$ cat config.mk
export PLATFORM = sky130hd
export DESIGN_NAME = fetch_controller
export DESIGN_NICKNAME = d
export VERILOG_FILES = /design/src/rtl/fetch_controller.sv
export SDC_FILE = /design/constraint.sdc
export NUM_CORES = 1
export LEC_CHECK = 0
export ABC_AREA = 1
export CAP_MARGIN = 20
export CORE_UTILIZATION = 45
export CTS_BUF_LIST = sky130_fd_sc_hd__clkbuf_8
export DETAILED_ROUTE_END_ITERATION = 8
export GPL_ROUTABILITY_DRIVEN = 0
export GPL_TIMING_DRIVEN = 0
export PLACE_DENSITY_LB_ADDON = 0.1
export REMOVE_ABC_BUFFERS = 1
export SYNTH_ARGS = -nofsm -noshare
export SYNTH_HDL_FRONTEND = slang
export SYNTH_SLANG_ARGS = --single-unit
$ cat constraint.sdc
create_clock -name clk -period 4.1 [get_ports clk]
set_clock_uncertainty 0.2 [all_clocks]
set_input_delay 0.615 -clock clk [delete_from_list [all_inputs] [get_ports clk]]
set_output_delay 0.615 -clock clk [all_outputs]
set_load 0.1 [all_outputs]
$ cat src/rtl/fetch_controller.sv
// Fetch-stage controller: issues sequential fetch addresses to a synchronous-read
// instruction memory, tracks the single in-flight read and buffers returned
// instructions in a 2-entry FIFO towards decode. Handles redirect, halt and
// out-of-range faults.
module fetch_controller #(
    parameter int              WORD      = 64,
    parameter int              INSTR_LEN = 32,
    parameter logic [WORD-1:0] RESET_PC  = '0,
    parameter int              IMEM_SIZE = 1024
) (
    input  logic                 clk,
    input  logic                 reset_n,
    output logic [WORD-1:0]      imem_addr,
    input  logic [INSTR_LEN-1:0] imem_instr,
    input  logic                 redirect,
    input  logic [WORD-1:0]      redirect_pc,
    input  logic                 halt,
    output logic                 out_valid,
    input  logic                 out_ready,
    output logic [INSTR_LEN-1:0] out_instr,
    output logic [WORD-1:0]      out_pc,
    output logic                 fault
);

    localparam logic [WORD-1:0] IMEM_WORDS = WORD'(IMEM_SIZE);

    logic [WORD-1:0]      fetch_pc;
    logic                 rsp_valid;
    logic [WORD-1:0]      rsp_pc;
    logic [1:0]           count;
    logic [WORD-1:0]      pc0, pc1;
    logic [INSTR_LEN-1:0] instr0, instr1;
    logic                 fault_q;

    logic                 pop;
    logic                 push;
    logic [2:0]           occupancy;
    logic                 oor;
    logic                 can_issue;
    logic                 issue;

    // The two low bits of a redirect target are dropped by design.
    logic                 unused_redirect_bits;
    assign unused_redirect_bits = ^redirect_pc[1:0];

    // Issue/capture decisions; occupancy counts slots that will be taken after this edge.
    always_comb begin
        pop       = (count != 2'd0) && out_ready && !redirect;
        push      = rsp_valid && !redirect;
        occupancy = {1'b0, count} + {2'b00, rsp_valid} - {2'b00, pop};
        oor       = (fetch_pc >> 2) >= IMEM_WORDS;
        can_issue = !redirect && !halt && !fault_q && (occupancy <= 3'd1);
        issue     = can_issue && !oor;
    end

    // Fetch address and in-flight read tracking; redirect squashes the pending read.
    always_ff @(posedge clk or negedge reset_n) begin
        if (!reset_n) begin
            fetch_pc  <= RESET_PC;
            rsp_valid <= 1'b0;
            rsp_pc    <= '0;
        end else if (redirect) begin
            fetch_pc  <= {redirect_pc[WORD-1:2], 2'b00};
            rsp_valid <= 1'b0;
        end else begin
            rsp_valid <= issue;
            if (issue) begin
                rsp_pc   <= fetch_pc;
                fetch_pc <= fetch_pc + WORD'(4);
            end
        end
    end

    // Sticky out-of-range flag, raised only when a fetch was otherwise allowed.
    always_ff @(posedge clk or negedge reset_n) begin
        if (!reset_n) begin
            fault_q <= 1'b0;
        end else if (redirect) begin
            fault_q <= 1'b0;
        end else if (can_issue && oor) begin
            fault_q <= 1'b1;
        end
    end

    // Two-entry shifting FIFO; slot 0 is always the head presented to decode.
    always_ff @(posedge clk or negedge reset_n) begin
        if (!reset_n) begin
            count  <= 2'd0;
            pc0    <= '0;
            pc1    <= '0;
            instr0 <= '0;
            instr1 <= '0;
        end else if (redirect) begin
            count <= 2'd0;
        end else begin
            case ({push, pop})
                2'b10: begin
                    if (count == 2'd0) begin
                        pc0    <= rsp_pc;
                        instr0 <= imem_instr;
                    end else begin
                        pc1    <= rsp_pc;
                        instr1 <= imem_instr;
                    end
                    count <= count + 2'd1;
                end
                2'b01: begin
                    pc0    <= pc1;
                    instr0 <= instr1;
                    count  <= count - 2'd1;
                end
                2'b11: begin
                    if (count == 2'd1) begin
                        pc0    <= rsp_pc;
                        instr0 <= imem_instr;
                    end else begin
                        pc0    <= pc1;
                        instr0 <= instr1;
                        pc1    <= rsp_pc;
                        instr1 <= imem_instr;
                    end
                end
                default: ;
            endcase
        end
    end

    assign imem_addr = fetch_pc;
    assign out_valid = (count != 2'd0);
    assign out_instr = instr0;
    assign out_pc    = pc0;
    assign fault     = fault_q;

endmodule

After elaboration in Yosys (flattened, before gate mapping)
Index checks and enable logic that the tools add are counted.
Word-level totals
  flip-flop bits (word level): 324
  input port bits: 101
  output and inout bits: 162
  word-level logic and storage cells: 65
Operators by class
  add/subtract/negate cells: 5
  $lt $le $gt $ge: 2
  equal/unequal tests: 7
  mux-type cells: 19
  bitwise gates (word level): 1
  reduce and logical (&&, ||, !) cells: 22
Operators by type and width (number)
  $mux 64: 6
  $pmux 64 s3: 1
  $mux 32: 4
  $pmux 64 s2: 1
  $pmux 32 s3: 1
  $add 64x3->64 const B: 1
  $pmux 32 s2: 1
  $ge 62x11->1 const B: 1
  $logic_and 1x1->1: 8
  $reduce_bool 2->1: 4
  $ne 2x2->1 const B: 3
  $reduce_bool 3->1: 2
  $eq 2x1->1 const B: 2
  $eq 2x2->1 const B: 2
  $logic_not 1->1: 4
  $pmux 2 s2: 1
  $reduce_and 4->1: 1
  $add 2x1->3: 1
  $le 3x1->1 const B: 1
  $mux 1: 3
  $reduce_and 3->1: 1
  $sub 3x1->3: 1
  $add 2x1->2 const B: 1
  $logic_not 2->1: 1
  other kinds (4): 4

Depth between registers and ports, before layout
Gate-level depths: netlist of run 1.
  depth in word-level cells: 9
  gate-level depth with buffers: 18
  depth with buffers taken out: 16

Worst setup path before layout of run 1
Ideal clock, no wire load.
  kind: register to register
  from: register count[1]
  to: register fetch_pc[10], in the netlist imem_addr[10]
  library setup time: 0.121 ns
  arrival: 3.404 ns
  required time: 3.779 ns
  slack: 0.375 ns
  stages on the path, launching flop included: 19
  path buffers: 3
  period minus slack after synthesis: 3.725 ns
  cell sequence: dfrtp_1 > inv_1 > ha_1 > inv_2 > nand2_2 > nor2_4 > clkbuf_1 > ha_1 > inv_1 > ha_1 > inv_1 > fa_1 > nand3_1 > nor2_1 > nand3_1 > buf_2 > buf_2 > nand3_1 > nand2_1
Between the ends
  word-level cells in the longest chain between the ends: 8
  elaborated cells between the ends (all ways): 9
  classes of those cells: add/sub (2); order compare (1); reduce/logical (6)
RTL lines
  start: declaration: RTL line 30  | logic [1:0] count;
  start signal: assignment: RTL line 105  | count <= count + 2'd1;
  start signal: assignment: RTL line 110  | count <= count - 2'd1;
  $reduce_bool 2->1
  via out_valid: RTL line 18  | output logic out_valid,
  $logic_and 1x1->1 (2 in series): RTL line 48  | pop = (count != 2'd0) && out_ready && !redirect;
  $sub 3x1->3: RTL line 50  | occupancy = {1'b0, count} + {2'b00, rsp_valid} - {2'b00, pop};
  $le 3x1->1: RTL line 52  | can_issue = !redirect && !halt && !fault_q && (occupancy <= 3'd1);
  $logic_and 1x1->1: RTL line 52
  $logic_and 1x1->1: RTL line 53  | issue = can_issue && !oor;
  $reduce_bool 2->1 (no line)
  end signal: assignment: RTL line 63  | fetch_pc <= {redirect_pc[WORD-1:2], 2'b00};
  end signal: assignment: RTL line 69  | fetch_pc <= fetch_pc + WORD'(4);
  end: declaration: RTL line 27  | logic [WORD-1:0] fetch_pc;
The timed path passes the listed nets, and every way through them passes these cells.
A chain may end at the register's enable or synchronous reset.

Final worst setup path of run 1
  from: register count[1]
  to: register fetch_pc[7], in the netlist imem_addr[7]
Between the ends
  word-level cells in the longest chain between the ends: 8
  elaborated cells between the ends (all ways): 9
  classes of those cells: add/sub (2); order compare (1); reduce/logical (6)
RTL lines (RTL line)
  parallel branches: the longest is 3 deep, another holds $add 2x1->3
  $sub 3x1->3 *: 50
  $le 3x1->1 *: 52
  $logic_and 1x1->1 *: 52
  $logic_and 1x1->1 *: 53
  $reduce_bool 2->1 (no line) *
Every way passes the cells marked *.

==> flow_metrics.py, run 1 <==
metrics = {
    "outcome": {
        "outcome": "completed",
    },
    "routing": {
        "drtAntennaViolNets": 0,
        "vias": 10200,
        "dr.pass1.iters": 4,
        "finalWirelength_um": 31600,
        "viasPerCell": 5.06,
        "drc": 0,
        "wire_per_inst_um": 15.6,
        "drt_iter0_drc": 462,
    },
    "placement": {
        "place_hpwl_um": 18900,
        "io_buffers": 256,
        "placed_cells": 1923,
    },
    "floorplanning": {
        "coreArea_mm2": 0.0289,
        "die_y_um": 174,
        "initial_utilization": 0.460,
        "die_width_um": 174,
        "rows": 62,
        "pin_count": 263,
        "design.die.area_mm2": 0.0302,
    },
    "sta": {
        "finalMaxSlewViolations": 0,
        "finalSetupViolCount": 0,
        "worst_pin_slew_ps": 1090,
        "slew_headroom": 0.269,
        "period_minus_slack_ps": 3680,
        "hold_viol_final": 0,
        "period_share": 0.897,
        "rsz0062_at_grt": "no",
        "fin_setup_tns_ps": 0,
        "max_freq_mhz": 272,
        "hold_ws_ps": 279,
    },
    "setup_path": {
        "reg2regPathDepth": 17,
        "critical_path_class": "register to register",
        "crit_required_ps": 4400,
        "end_kind": "register",
        "cp-start-kind": "register",
        "critPathMaxFanout": 53,
        "arrival_ps": 3980,
    },
    "grt": {
        "grt_pass1_vias": 10100,
        "gr-total-overflow": 0,
        "antenna_found_initial": 0,
        "grt_pass1_wl_um": 52700,
        "grt_max_degree": 113,
        "track_usage": 0.213,
    },
    "yosys": {
        "synth_area_per_cell_um2": 9.78,
        "synth_seq_cells": 316,
        "yosysTopAreaCellShare": 0.596,
        "synthCells": 1356,
        "synth_top_cell_by_area": "dfrtp_1",
        "syn-cell-area_mm2": 0.0133,
        "yosysWarnings": 0,
        "synthTopCellsByArea": "dfrtp_1 (60%), nand2_1 (9.7%), nand3_1 (6.2%)",
        "synth-seq-area-share": 0.596,
        "yosysUniqueCellTypes": 27,
    },
    "clocking": {
        "insertion_delay_ps": 570,
        "cts_sinks": 316,
        "clk_pin_slew_ps": 60,
        "root_buffer": "clkbuf_8",
        "clock_path_buffers": 3,
        "numCtsBuffers": 53,
        "cts_tree": "built",
        "h-tree-depth": 2,
    },
    "pwr": {
        "ir_drop_mv": 0.358,
        "power.leakage_nw": 8.47,
        "p_per_area_mw_per_mm2": 673,
        "power_mw": 11.7,
    },
    "finish": {
        "areaGrowthSynthToFinish_pct": 30.7,
        "finalNetCount": 1707,
        "layout_commonest_cell": "nand2_1",
        "final_util": 0.601,
        "fin_cells": 2024,
        "antenna-diode-count": 0,
        "drive_gt1_frac": 0.0854,
        "mostFrequentLayoutCells": "nand2_1 (339), dfrtp_1 (316), clkdlybuf4s50_1 (254), nand3_1 (164), nor2_1 (144)",
    },
    "min_path": {
        "min_path_type": "register to register",
        "holdPathStages": 2,
    },
    "job": {
        "max-cap-violations": 0,
    },
}
==> layer usage <==
metal  global-route usage  part of all wire  vias to the layer above
li1                     -                 -                     4953
met1                0.286              0.45                     4939
met2                0.335              0.45                      303
met3               0.0711             0.088                       39
met4               0.0479             0.013                        0
met5                    0                 0                        -
==> report_power, final <==
part | internal (mW) | switching (mW) | total, mW
Clock | 1.42 | 1.23 | 2.65
Combinational | 1.13 | 4.05 | 5.18
Sequential | 3.56 | 0.278 | 3.84
==> cells by family after synthesis <==
kind of cell,count (synthesis),synth area share
buffers and inverters,164,0.0575
muxes,95,0.0807
and+or+nand+nor,657,0.203
DFF,316,0.596
adders and majority gates,7,0.00717
xor gates and xnor gates,5,0.00330
other,1,0.000283
AOI/OAI and AO/OA,111,0.0519
==> cell usage after synthesis <==
| library cell | count |
|---|---|
| nand2_2 | 1 |
| mux2_1 | 60 |
| mux2_2 | 35 |
| nor2_2 | 1 |
| o21ai_0 | 15 |
| inv_1 | 68 |
| ha_1 | 6 |
| a21oi_1 | 1 |
| dfrtp_1 | 316 |
| buf_4 | 10 |
| conb_1 | 1 |
| nor2_1 | 145 |
| buf_1 | 6 |
| nor2_4 | 1 |
| fa_1 | 1 |
| xnor2_1 | 1 |
| clkbuf_1 | 35 |
| xor2_1 | 4 |
| buf_6 | 9 |
| nor3_1 | 1 |
| nand3_1 | 165 |
| nand3_2 | 1 |
| buf_2 | 34 |
| nand2_1 | 342 |
| a31oi_1 | 94 |
| inv_2 | 2 |
| o22ai_4 | 1 |
==> state kept, by name, indices dropped and copies added, names as in the netlist <==
register	cells
fault	1
rsp_pc	62
count	2
pc1	62
imem_addr	62
rsp_valid	1
out_pc	62
instr1	32
out_instr	32
==> worst max-delay path: stages, from the launching register on <==
cell and delay [ps]:
dfrtp_1 400, inv_1 100, ha_1 190, inv_2 120
nand2_2 110, nor2_4 200, ha_1 260, inv_1 60
ha_1 130, inv_1 40, fa_1 490, nand3_1 90
nor2_2 260, nand3_4 260, buf_16 290, nand2_2 240
nand2_1 80, nand2_1 60
==> stage by stage <==
stage | instance area [µm²] | worst slack [ps]
6_report | 17300 | 422
5_1_grt | 17300 | 91.0
4_1_cts | 17300 | 127
3_5_place_dp | 16300 | -298
3_3_place_gp | 15800 | -11810
2_1_floorplan | 12800 | -3060
==> layout make-up <==
class / instances / area [µm²]
clock inverter: 31 / 126
sequential: 316 / 7910
tap: 384 / 480
timing repair buffer: 278 / 3010
fill: 2547 / 11500
inverter: 70 / 263
clock buffer: 65 / 895
multi-input combinational: 880 / 4650
==> final timing paths <==
kind                            slack (ps)  startpoint             to
worst max register to register         420    count[1]   imem_addr[7]
worst max-delay path                   420    count[1]   imem_addr[7]
worst min register to register         280  rsp_pc[24]     rsp_pc[24]
min in group asynchronous              480     reset_n  out_instr[26]
max in group asynchronous             2170     reset_n     out_pc[25]
worst min-delay path                   280  rsp_pc[24]     rsp_pc[24]
==> what timing repair did <==
item                                    CTS  global route
resized for setup                         1             1
setup buffers                             0             3
hold endpoints to repair                 99             0
endpoints found under the setup margin   11            15
gates cloned                              0             1
hold buffers                              1             0
pin swaps                                 0             1
(Power assumes the default switching activity.)
==> inputs of run 2 (changes only) <==
CORE_UTILIZATION = 37   (was 45)
SLEW_MARGIN = 0   (was not set)
==> run 2 against run 1 <==
- via count shrank 1.3%
- final cell count grew 3.5%
- critical path depth is the same
- sequential share of layout area shrank 0.36 points
- clock power grew 5%
- hold slack gained 2.4 ps
- critical path type unchanged
- largest power group unchanged
==> flow_metrics.py, run 2 (synthesis results as in run 1) <==
metrics = {
    "outcome": {
        "outcome": "completed",
    },
    "clocking": {
        "root_buffer": "clkbuf_8",
        "clock_path_buffers": 3,
        "numCtsBuffers": 54,
        "clk_pin_slew_ps": 60,
        "insertion_delay_ps": 610,
        "h-tree-depth": 2,
        "cts_tree": "built",
        "cts_sinks": 316,
    },
    "finish": {
        "finalNetCount": 1706,
        "layout_commonest_cell": "nand2_1",
        "drive_gt1_frac": 0.0866,
        "mostFrequentLayoutCells": "nand2_1 (339), dfrtp_1 (316), clkdlybuf4s50_1 (254), nand3_1 (164), nor2_1 (145)",
        "areaGrowthSynthToFinish_pct": 31.7,
        "fillers": 3299,
        "seq_area_mm2": 0.00791,
        "antenna-diode-count": 0,
        "multi_input_area_mm2": 0.00465,
    },
    "setup_path": {
        "critPathMaxFanout": 62,
        "reg2regPathDepth": 17,
        "r2r_slack_ps": 410,
        "crit_required_ps": 4460,
        "r2r-end": "imem_addr[6]",
        "r2r_start": "count[1]",
        "end_kind": "register",
        "cp-start-kind": "register",
        "critical_path_class": "register to register",
        "arrival_ps": 4050,
    },
    "pwr": {
        "power_mw": 11.8,
        "p_per_area_mw_per_mm2": 675,
        "power.leakage_nw": 8.49,
        "ir_drop_mv": 0.477,
    },
    "sta": {
        "rsz0062_at_grt": "no",
        "finalMaxSlewViolations": 0,
        "worst_slack_ps": 407,
        "max_freq_mhz": 271,
        "period_share": 0.901,
        "hold_ws_ps": 282,
        "slew_headroom": 0.276,
        "period_minus_slack_ps": 3690,
        "worst_pin_slew_ps": 1080,
        "finalSetupViolCount": 0,
        "hold_viol_final": 0,
    },
    "floorplanning": {
        "die_y_um": 191,
        "design.die.area_mm2": 0.0366,
        "rows": 68,
        "initial_utilization": 0.380,
        "die_width_um": 191,
        "pin_count": 263,
        "coreArea_mm2": 0.0349,
    },
    "grt": {
        "track_usage": 0.185,
        "grt_pass1_wl_um": 53700,
        "grt_pass1_vias": 10200,
        "grt_max_degree": 119,
        "antenna_found_initial": 0,
        "gr-total-overflow": 0,
    },
    "routing": {
        "drtAntennaViolNets": 0,
        "wire_per_inst_um": 15.7,
        "finalWirelength_um": 33000,
        "viasPerCell": 4.82,
        "dr.pass1.iters": 4,
        "vias": 10100,
        "drt_iter0_drc": 505,
        "drc": 0,
    },
    "min_path": {
        "holdPathStages": 2,
        "min_path_type": "register to register",
        "min_from": "rsp_pc[58]",
        "holdPathEnd": "rsp_pc[58]",
    },
    "job": {
        "max-cap-violations": 0,
    },
    "placement": {
        "io_buffers": 256,
        "pre_cts_slack_ps": -617,
        "place_hpwl_um": 19400,
    },
}
[run 2: worst max path at each step]
stage | start | end | cells past startpoint
after floorplan | count[1] | imem_addr[10] | 16
after global placement | reset_n | imem_addr[26] | 1
after detailed placement | out_ready | imem_addr[7] | 15
after CTS | count[1] | imem_addr[6] | 17
after global routing | count[1] | imem_addr[6] | 17
final | count[1] | imem_addr[6] | 17
[run 2: power breakdown]
group / internal [mW] / switching (mW) / total [mW]
clock network: 1.50 / 1.27 / 2.77
logic: 1.13 / 4.06 / 5.19
registers: 3.56 / 0.268 / 3.83
total: 6.20 / 5.59 / 11.8
[run 2: layer usage]
metal  part of all wire  track usage  wire [µm]
met1               0.45        0.239      14900
met5                  0            0          0
met4              0.019       0.0522        624
met3              0.091       0.0744       3000
met2               0.44        0.286      14400
[run 2: repair_timing]
action / in CTS / in global routing
hold endpoints to repair: 84 / 0
resized for setup: 0 / 1
cloned: 1 / 0
hold buffers: 1 / 0
setup endpoints to repair: 11 / 11
setup buffers: 1 / 0
pin swaps: 1 / 0
[run 2: through the flow]
step | TNS, ps | cell area (µm²) | cells | utilization
6_report | 0 | 17500 | 2095 | 0.501
3_5_place_dp | -30350 | 16400 | 1994 | 0.469
5_1_grt | 0 | 17500 | 2095 | 0.501
3_3_place_gp | -5897260 | 15900 | 1976 | 0.456
4_1_cts | 0 | 17500 | 2095 | 0.501
2_1_floorplan | -395630 | 12800 | 1265 | -
[run 2: critical path: stages (launching register included)]
cell and delay (ps):
dfrtp_1 400, inv_1 90, ha_1 200, inv_2 130
nand2_2 170, nor2_4 160, ha_1 240, inv_1 60
ha_1 130, inv_1 40, fa_1 480, nand3_1 70
nor2_1 230, nand3_4 290, buf_16 310, nand2_2 250
nand2_1 90, nand2_1 60
[run 2: layout make-up]
class,count,area share
tap,455,0.0326
clock buffer,69,0.0544
clock inverter,29,0.00673
inverter,70,0.0150
multi-input combinational,880,0.266
sequential,316,0.453
timing repair buffer,276,0.173
==> inputs of run 3 (changes only) <==
MAX_ROUTING_LAYER = met4   (was not set)
clock period = 3.6 ns   (was 4.1 ns; I/O delays follow)
==> run 3 against run 2 <==
- sequential power increased by 14%
- combinational power is 14% higher
- total power up 14%
- critical path depth decreased by 13
- final area increased by 0.16%
- clock power is 14% higher
- worst setup slack worse by 190 ps
- via count fell by 0.30%
==> flow_metrics.py, run 3 (synthesis results as in run 1) <==
metrics = {
    "finish": {
        "multi_input_area_mm2": 0.00466,
        "fin_cells": 2097,
        "seq_area_mm2": 0.00791,
        "mostFrequentLayoutCells": "nand2_1 (339), dfrtp_1 (316), clkdlybuf4s50_1 (254), nand3_1 (164), nor2_1 (144)",
        "finalNetCount": 1708,
        "fillers": 3295,
        "layout_commonest_cell": "nand2_1",
        "areaGrowthSynthToFinish_pct": 31.9,
        "antenna-diode-count": 0,
        "drive_gt1_frac": 0.0883,
    },
    "clocking": {
        "cts_tree": "built",
        "root_buffer": "clkbuf_8",
        "clock_path_buffers": 3,
        "insertion_delay_ps": 620,
        "h-tree-depth": 2,
        "cts_sinks": 316,
        "numCtsBuffers": 54,
        "clk_pin_slew_ps": 60,
    },
    "setup_path": {
        "crit_required_ps": 2860,
        "end_kind": "output pin",
        "critPathSlowestCell": "clkdlybuf4s50_1",
        "critical_path_class": "register to output pin",
        "critPathMaxFanout": 4,
        "cp-start-kind": "register",
        "arrival_ps": 2640,
        "critPathMaxStageDelay_ps": 1190,
        "cp_cell_sequence": "inv_1 -> ha_1 -> inv_2 -> clkdlybuf4s50_1",
    },
    "sta": {
        "max_freq_mhz": 296,
        "worst_pin_slew_ps": 1080,
        "period_share": 0.939,
        "slew_headroom": 0.281,
        "finalMaxSlewViolations": 0,
        "worst_slack_ps": 219,
        "period_minus_slack_ps": 3380,
        "hold_viol_final": 0,
        "finalSetupViolCount": 0,
        "rsz0062_at_grt": "no",
    },
    "routing": {
        "drc": 0,
        "drtAntennaViolNets": 0,
        "dr.pass1.iters": 4,
        "wire_per_inst_um": 15.7,
        "finalWirelength_um": 33000,
        "drt_iter0_drc": 550,
        "viasPerCell": 4.80,
        "vias": 10100,
    },
    "floorplanning": {
        "design.die.area_mm2": 0.0366,
        "die_width_um": 191,
        "coreArea_mm2": 0.0349,
        "pin_count": 263,
        "rows": 68,
        "initial_utilization": 0.380,
        "die_y_um": 191,
    },
    "job": {
        "max-cap-violations": 0,
    },
    "placement": {
        "io_buffers": 256,
        "placed_cells": 1994,
        "place_hpwl_um": 19400,
        "pre_cts_slack_ps": -1040,
    },
    "grt": {
        "antenna_found_initial": 0,
        "grt_pass1_wl_um": 53600,
        "gr-total-overflow": 0,
        "track_usage": 0.191,
        "grt_pass1_vias": 10200,
        "grt_max_degree": 119,
    },
    "min_path": {
        "min_path_type": "primary input to register",
    },
    "outcome": {
        "outcome": "completed",
    },
    "pwr": {
        "power.leakage_nw": 8.50,
        "ir_drop_mv": 0.544,
        "p_per_area_mw_per_mm2": 768,
    },
}
-- run 3: path summary, 6_finish.rpt --
path / end / from / slack, ps / cells after the start
setup / recovery: out_valid / count[1] / 220 / 4
hold / removal: imem_addr[62] / redirect_pc[62] / 250 / 3
setup reg to reg: imem_addr[22] / count[1] / 290 / 17
hold reg to reg: rsp_pc[59] / rsp_pc[59] / 280 / 2
max in group asynchronous: imem_addr[17] / reset_n / 1820 / 3
min in group asynchronous: out_instr[26] / reset_n / 320 / 2
-- run 3: cell type report --
type | count | share of cell area
flip-flops and latches | 316 | 0.452
repair buffers | 278 | 0.173
clock inverters | 29 | 0.00672
clock buffers | 69 | 0.0543
well taps | 455 | 0.0325
inverters | 70 | 0.0150
multi-input cells | 880 | 0.266
-- run 3: through the flow --
step           area (µm²)  TNS (ps)  hold WS [ps]  power [mW]  utilization
2_1_floorplan       12800   -551030          44.4        8.78            -
3_3_place_gp        15900  -6165860           266        10.3        0.456
3_5_place_dp        16400    -86820           269        10.4        0.469
4_1_cts             17500         0           202        13.6        0.501
5_1_grt             17500         0           230        14.0        0.502
6_report            17500         0           252        13.4        0.502
-- run 3: timing repair --
action,in CTS,in global routing
hold endpoints to repair,84,0
pin swaps,2,0
endpoints found under the setup margin,122,61
cloned,1,0
hold buffers,1,0
gates resized for setup,1,3
buffers inserted,3,0
-- run 3: critical path: cells and delay by family (launching register included) --
kind                     cells  cell delay, ps
buffers and inverters        3            1420
flip-flops                   1             400
adder cells (fa/ha/maj)      1             200
-- run 3: metal layers --
| layer | share of wire | vias to the layer above | GRT usage | routed length [µm] |
|---|---|---|---|---|
| li1 | - | 4956 | - | - |
| met5 | 0 | - | - | 0 |
| met2 | 0.44 | 287 | 0.285 | 14400 |
| met4 | 0.019 | 0 | 0.0522 | 622 |
| met1 | 0.46 | 4782 | 0.244 | 15200 |
| met3 | 0.083 | 44 | 0.0676 | 2750 |
-- run 3: report_power, final --
part | leakage (nW) | internal, mW | switching [mW]
logic | 3.79 | 1.29 | 4.62
clock network | 0.640 | 1.71 | 1.45
registers | 4.08 | 4.06 | 0.305
total | 8.50 | 7.06 | 6.37
